### src/rtl/btn_conditioner.sv
// btn_conditioner: synchronizes, debounces and edge-detects N_BTN raw push-buttons.
//
// Ports:
//   clk          sole clock, rising edge
//   rst          synchronous active-high reset
//   btn_raw      raw asynchronous button pins
//   btn_level    debounced level (registered)
//   btn_press    one-cycle pulse per debounced 0->1 edge (plus auto-repeat pulses)
//   btn_release  one-cycle pulse per debounced 1->0 edge
//
// Optional feature macro: BTN_COND_AUTOREPEAT_EN
//   When defined, a held button emits extra btn_press pulses, the first
//   REPEAT_DELAY_CYC cycles after the press and then every REPEAT_PERIOD_CYC cycles.
module btn_conditioner #(
    parameter int unsigned FREQ_OF_CLK_IN    = 100,
    parameter int unsigned DEBOUNCE_US       = 10000,
    parameter int unsigned N_BTN             = 2,
    parameter int unsigned REPEAT_DELAY_CYC  = 50000000,
    parameter int unsigned REPEAT_PERIOD_CYC = 10000000
) (
    input  logic             clk,
    input  logic             rst,
    input  logic [N_BTN-1:0] btn_raw,
    output logic [N_BTN-1:0] btn_level,
    output logic [N_BTN-1:0] btn_press,
    output logic [N_BTN-1:0] btn_release
);

    localparam int unsigned     DB_CYCLES = FREQ_OF_CLK_IN * DEBOUNCE_US;
    localparam int unsigned     DB_W      = (DB_CYCLES >= 2) ? $clog2(DB_CYCLES) : 1;
    localparam logic [DB_W-1:0] DB_LAST   = DB_W'(DB_CYCLES - 1);

    // Elaboration-time sanity check of the configuration.
    if (DB_CYCLES < 2 || REPEAT_DELAY_CYC < 2 || REPEAT_PERIOD_CYC < 2) begin : g_param_check
        $error("btn_conditioner: DB_CYCLES and REPEAT_* cycle counts must be >= 2");
    end

    logic [N_BTN-1:0] s1;
    logic [N_BTN-1:0] s2;
    logic [DB_W-1:0]  db_cnt [N_BTN];
    logic [N_BTN-1:0] db_done_c;   // stable long enough: level flips this edge
    logic [N_BTN-1:0] rpt_due_c;   // auto-repeat pulse due this edge

    // Two-flop synchronizer; the only sampling point of btn_raw.
    always_ff @(posedge clk) begin
        if (rst) begin
            s1 <= '0;
            s2 <= '0;
        end else begin
            s1 <= btn_raw;
            s2 <= s1;
        end
    end

    // Debounce terminal-count detect.
    always_comb begin
        db_done_c = '0;
        for (int unsigned i = 0; i < N_BTN; i++) begin
            db_done_c[i] = (s2[i] != btn_level[i]) && (db_cnt[i] == DB_LAST);
        end
    end

    // Debounce counters and debounced level; any agreement restarts the count.
    always_ff @(posedge clk) begin
        if (rst) begin
            for (int unsigned i = 0; i < N_BTN; i++) begin
                db_cnt[i] <= '0;
            end
            btn_level <= '0;
        end else begin
            for (int unsigned i = 0; i < N_BTN; i++) begin
                if ((s2[i] == btn_level[i]) || db_done_c[i]) begin
                    db_cnt[i] <= '0;
                end else begin
                    db_cnt[i] <= db_cnt[i] + DB_W'(1);
                end
                if (db_done_c[i]) begin
                    btn_level[i] <= ~btn_level[i];
                end
            end
        end
    end

    // Edge pulses; a release on the same edge as a due repeat suppresses the repeat.
    always_ff @(posedge clk) begin
        if (rst) begin
            btn_press   <= '0;
            btn_release <= '0;
        end else begin
            btn_press   <= (db_done_c & ~btn_level) | (rpt_due_c & ~db_done_c);
            btn_release <= db_done_c & btn_level;
        end
    end

`ifdef BTN_COND_AUTOREPEAT_EN
    localparam int unsigned      RPT_SPAN  = (REPEAT_DELAY_CYC > REPEAT_PERIOD_CYC) ?
                                             REPEAT_DELAY_CYC : REPEAT_PERIOD_CYC;
    localparam int unsigned      RPT_W     = (RPT_SPAN >= 2) ? $clog2(RPT_SPAN) : 1;
    localparam logic [RPT_W-1:0] RPT_FIRST = RPT_W'(REPEAT_DELAY_CYC - 1);
    localparam logic [RPT_W-1:0] RPT_NEXT  = RPT_W'(REPEAT_PERIOD_CYC - 1);

    logic [RPT_W-1:0] rpt_cnt [N_BTN];
    logic [N_BTN-1:0] rpt_armed;   // first repeat already issued for this hold

    // Repeat due when the held time reaches the delay (first) or the period (later).
    always_comb begin
        rpt_due_c = '0;
        for (int unsigned i = 0; i < N_BTN; i++) begin
            rpt_due_c[i] = btn_level[i] &&
                           (rpt_cnt[i] == (rpt_armed[i] ? RPT_NEXT : RPT_FIRST));
        end
    end

    // Repeat counters: idle while released, restart on every level change and repeat.
    always_ff @(posedge clk) begin
        if (rst) begin
            for (int unsigned i = 0; i < N_BTN; i++) begin
                rpt_cnt[i] <= '0;
            end
            rpt_armed <= '0;
        end else begin
            for (int unsigned i = 0; i < N_BTN; i++) begin
                if (!btn_level[i] || db_done_c[i]) begin
                    rpt_cnt[i]   <= '0;
                    rpt_armed[i] <= 1'b0;
                end else if (rpt_due_c[i]) begin
                    rpt_cnt[i]   <= '0;
                    rpt_armed[i] <= 1'b1;
                end else begin
                    rpt_cnt[i] <= rpt_cnt[i] + RPT_W'(1);
                end
            end
        end
    end
`else
    assign rpt_due_c = '0;
`endif

endmodule

### config.mk
export PLATFORM = sky130hd
export DESIGN_NAME = btn_conditioner
export DESIGN_NICKNAME = d
export VERILOG_FILES = /design/src/rtl/btn_conditioner.sv
export SDC_FILE = /design/constraint.sdc
export NUM_CORES = 1
export LEC_CHECK = 0
export CORE_AREA = 2 2 74 129
export CTS_CLUSTER_DIAMETER = 60
export DETAILED_ROUTE_END_ITERATION = 8
export DIE_AREA = 0 0 76 131
export PLACE_DENSITY = 0.52
export SETUP_SLACK_MARGIN = 0.1
export SYNTH_ARGS = -nofsm -noshare
export SYNTH_HDL_FRONTEND = slang
export SYNTH_SLANG_ARGS = --single-unit
### constraint.sdc
create_clock -name clk -period 6.24 [get_ports clk]
set_input_delay 1.872 -clock clk [delete_from_list [all_inputs] [get_ports clk]]
set_output_delay 1.872 -clock clk [all_outputs]
set_load 0.01 [all_outputs]
==> results.py <==
metrics = {
    "outcome": {
        "outcome": "finished, final reports clean",
    },
    "route": {
        "viasPerCell": 4.48,
        "firstDrtPassIters": 4,
        "routed_wl_um": 4570,
        "vias": 1859,
        "drc_errors": 0,
        "drtIter0Drc": 96,
        "wl_per_cell_um": 11.0,
        "ant_nets": 0,
    },
    "setup_path": {
        "crit_path_end_kind": "primary output",
        "cp.arrival_ns": 1.28,
        "cp_top_family": "buffers and inverters",
        "criticalPathCategory": "register to primary output",
        "crit_buf_inv": 1,
        "crit_cells": 1,
        "required_ns": 4.37,
        "cp_cell_sequence": "clkdlybuf4s50_1",
        "cpMaxStageDelayCell": "clkdlybuf4s50_1",
        "critPathMaxFanout": 5,
        "startpoint_type": "register",
        "critPathMaxStageDelay_ns": 0.57,
        "ff2ff_path_depth": 5,
    },
    "logic_synthesis": {
        "ys.flop_type": "edfxtp_1",
        "synth-async-reset-ratio_pct": 0,
        "synth_warnings": 0,
        "synth_edf_count": 40,
        "synthAdderAreaFrac_pct": 0.985,
        "synth-compound-area-share_pct": 7.29,
        "yosys.area_share.simple_pct": 24.9,
        "ys_seq_elements": 50,
        "synth_top_family_by_area": "simple AND/OR/NAND/NOR gates",
        "synth_area_per_cell_um2": 10.2,
        "synth_mux_area_share_pct": 0,
        "seq_area_frac_synth_pct": 55.2,
        "syn_area_mm2": 0.00254,
        "synthXorXnorAreaFrac_pct": 8.28,
        "syn_inst": 248,
        "ys_types": 32,
    },
    "clock_network": {
        "cts_max_level": 2,
        "numCtsBuffers": 5,
        "post_cts_buffers": 0,
        "clk_latency_ns": 0.29,
        "clock-sinks": 50,
        "cts_tree": "built",
        "hold_buffers": 0,
        "cts_resized": 0,
        "cts.path.max_buffers": 2,
        "clk_pin_slew_ns": 0.06,
        "clockRootBuffer": "clkbuf_16",
    },
    "sta": {
        "drv_slew": 0,
        "rsz0062_at_grt": "false",
        "period_share_pct": 50.5,
        "fin_crit_ns": 3.15,
        "setup_tns_ns": 0,
        "finalHoldViolations": 0,
        "hold_slack_ns": 0.443,
        "max_freq_mhz": 317,
        "skew_ns": 0.00425,
        "setup_viol": 0,
    },
    "floorplan": {
        "start_util_pct": 28.5,
        "core_area_mm2": 0.00892,
        "num_rows": 46,
        "ios": 10,
        "dieWidth_um": 76,
        "dieArea_mm2": 0.00996,
        "die_h_um": 131,
    },
    "placement": {
        "gp_congestion": 0.787,
        "placedCellCount": 407,
        "dp_hpwl_um": 3390,
        "io_buffers": 9,
    },
    "power": {
        "peakVddDrop_mv": 0.0999,
        "p_sw_share_pct": 20.6,
        "p_int_uw": 554,
        "p_seq_share_pct": 55.0,
        "power_uw": 698,
        "p_leak_nw": 1.03,
        "power.density_mw_per_mm2": 228,
        "power.switching_uw": 144,
        "power_frac_comb_pct": 3.8,
        "p_clk_share_pct": 41.2,
    },
    "final_layout": {
        "area_growth_pct": 20.4,
        "fin_cells": 415,
        "diodes": 0,
        "num-nets-final": 300,
        "drive_gt1_share_pct": 5.08,
    },
    "run": {
        "cap_violations": 0,
    },
    "global_route": {
        "grt_overflow": 0,
        "grt_pass1_vias": 1765,
        "grt_max_degree": 21,
        "grt_antenna_before_repair": 0,
        "grt_usage_pct": 9.85,
        "grt_pass1_wl_um": 7860,
    },
    "worst_hold_path": {
        "whs_path_depth": 1,
        "hold_class": "register to register",
    },
}
-- sequential cells by signal (all words and copies together) (netlist names) --
signal       flops
btn_level        2
s1               2
db_cnt          40
btn_press        2
s2               2
btn_release      2
-- stage by stage --
stage          instance area (um^2)  setup slack, ns  util [%]
2_1_floorplan                  2690             3.63         -
5_1_grt                        3060             3.02      34.3
3_5_place_dp                   2900             2.92      32.5
4_1_cts                        3060             3.08      34.3
6_report                       3060             3.09      34.3
3_3_place_gp                   2900             2.93      32.5
-- cell usage after synthesis (6+ instances only) --
cell type / count / share of area, %
a21oi_1: 16 / 3.2
clkbuf_1: 9 / 1.3
dfxtp_1: 10 / 7.9
edfxtp_1: 40 / 47
inv_1: 10 / 1.5
nand2_1: 11 / 1.6
nand3_1: 15 / 3.0
nand4_1: 11 / 2.7
nor2_1: 32 / 4.7
o21ai_0: 12 / 2.4
o31ai_1: 6 / 1.8
or3_1: 8 / 2.0
or4_1: 8 / 2.4
xnor2_1: 8 / 2.8
xor2_1: 16 / 5.5
-- cell families after synthesis --
family,count (synthesis)
other cells,1
flops,50
buf+inv,21
simple gates,116
xor+xnor,24
compound gates,34
fa+ha+maj,2
-- power by group through the flow --
stage	Clock [mW]	Sequential, mW	Combinational [mW]
4_1_cts	0.300	0.384	0.0263
3_5_place_dp	0	0.392	0.0260
6_report	0.287	0.384	0.0265
5_1_grt	0.310	0.387	0.0315
3_3_place_gp	0	0.391	0.0259
2_1_floorplan	0	0.388	0.0204
-- per-layer routing --
layer | GRT usage [%] | part of all wire (%) | vias to the layer above
met4 | 5.03 | 2.5 | 0
met2 | 19.0 | 56 | 33
met5 | 0 | 0 | -
met3 | 2.06 | 2.7 | 8
li1 | - | - | 958
met1 | 10.0 | 39 | 860
-- worst paths after layout --
kind	start	to	slack (ns)
max reg2reg	db_cnt[1][0]	db_cnt[1][18]	3.98
max	btn_level[1]	btn_level[1]	3.09
min	s1[0]	s2[0]	0.44
min reg2reg	s1[0]	s2[0]	0.44
-- layout make-up --
class                   count  area (um^2)
clock buffers               7          153
clock inverters             1         8.76
fillers                   928         5860
inverters                  10         37.5
multi-input cells         216         1200
flip-flops and latches     50         1400
well taps                 120          150
repair buffers             11          105
-- cell usage in the layout (no fill, tap or decap), types with 4 or more instances in the layout --
| cell | n |
|---|---|
| edfxtp_1 | 40 |
| and3_1 | 5 |
| or3_1 | 8 |
| nor2b_1 | 5 |
| clkbuf_16 | 5 |
| inv_1 | 10 |
| xnor2_1 | 8 |
| nand2_1 | 11 |
| a21oi_1 | 16 |
| clkdlybuf4s50_1 | 9 |
| nand3_1 | 15 |
| or4_1 | 8 |
| and2_1 | 4 |
| nor2_1 | 32 |
| xor2_1 | 16 |
| conb_1 | 40 |
| nand4_1 | 11 |
| o21ai_0 | 10 |
| o31ai_1 | 6 |
| dfxtp_1 | 10 |
(Power assumes the default switching activity.)
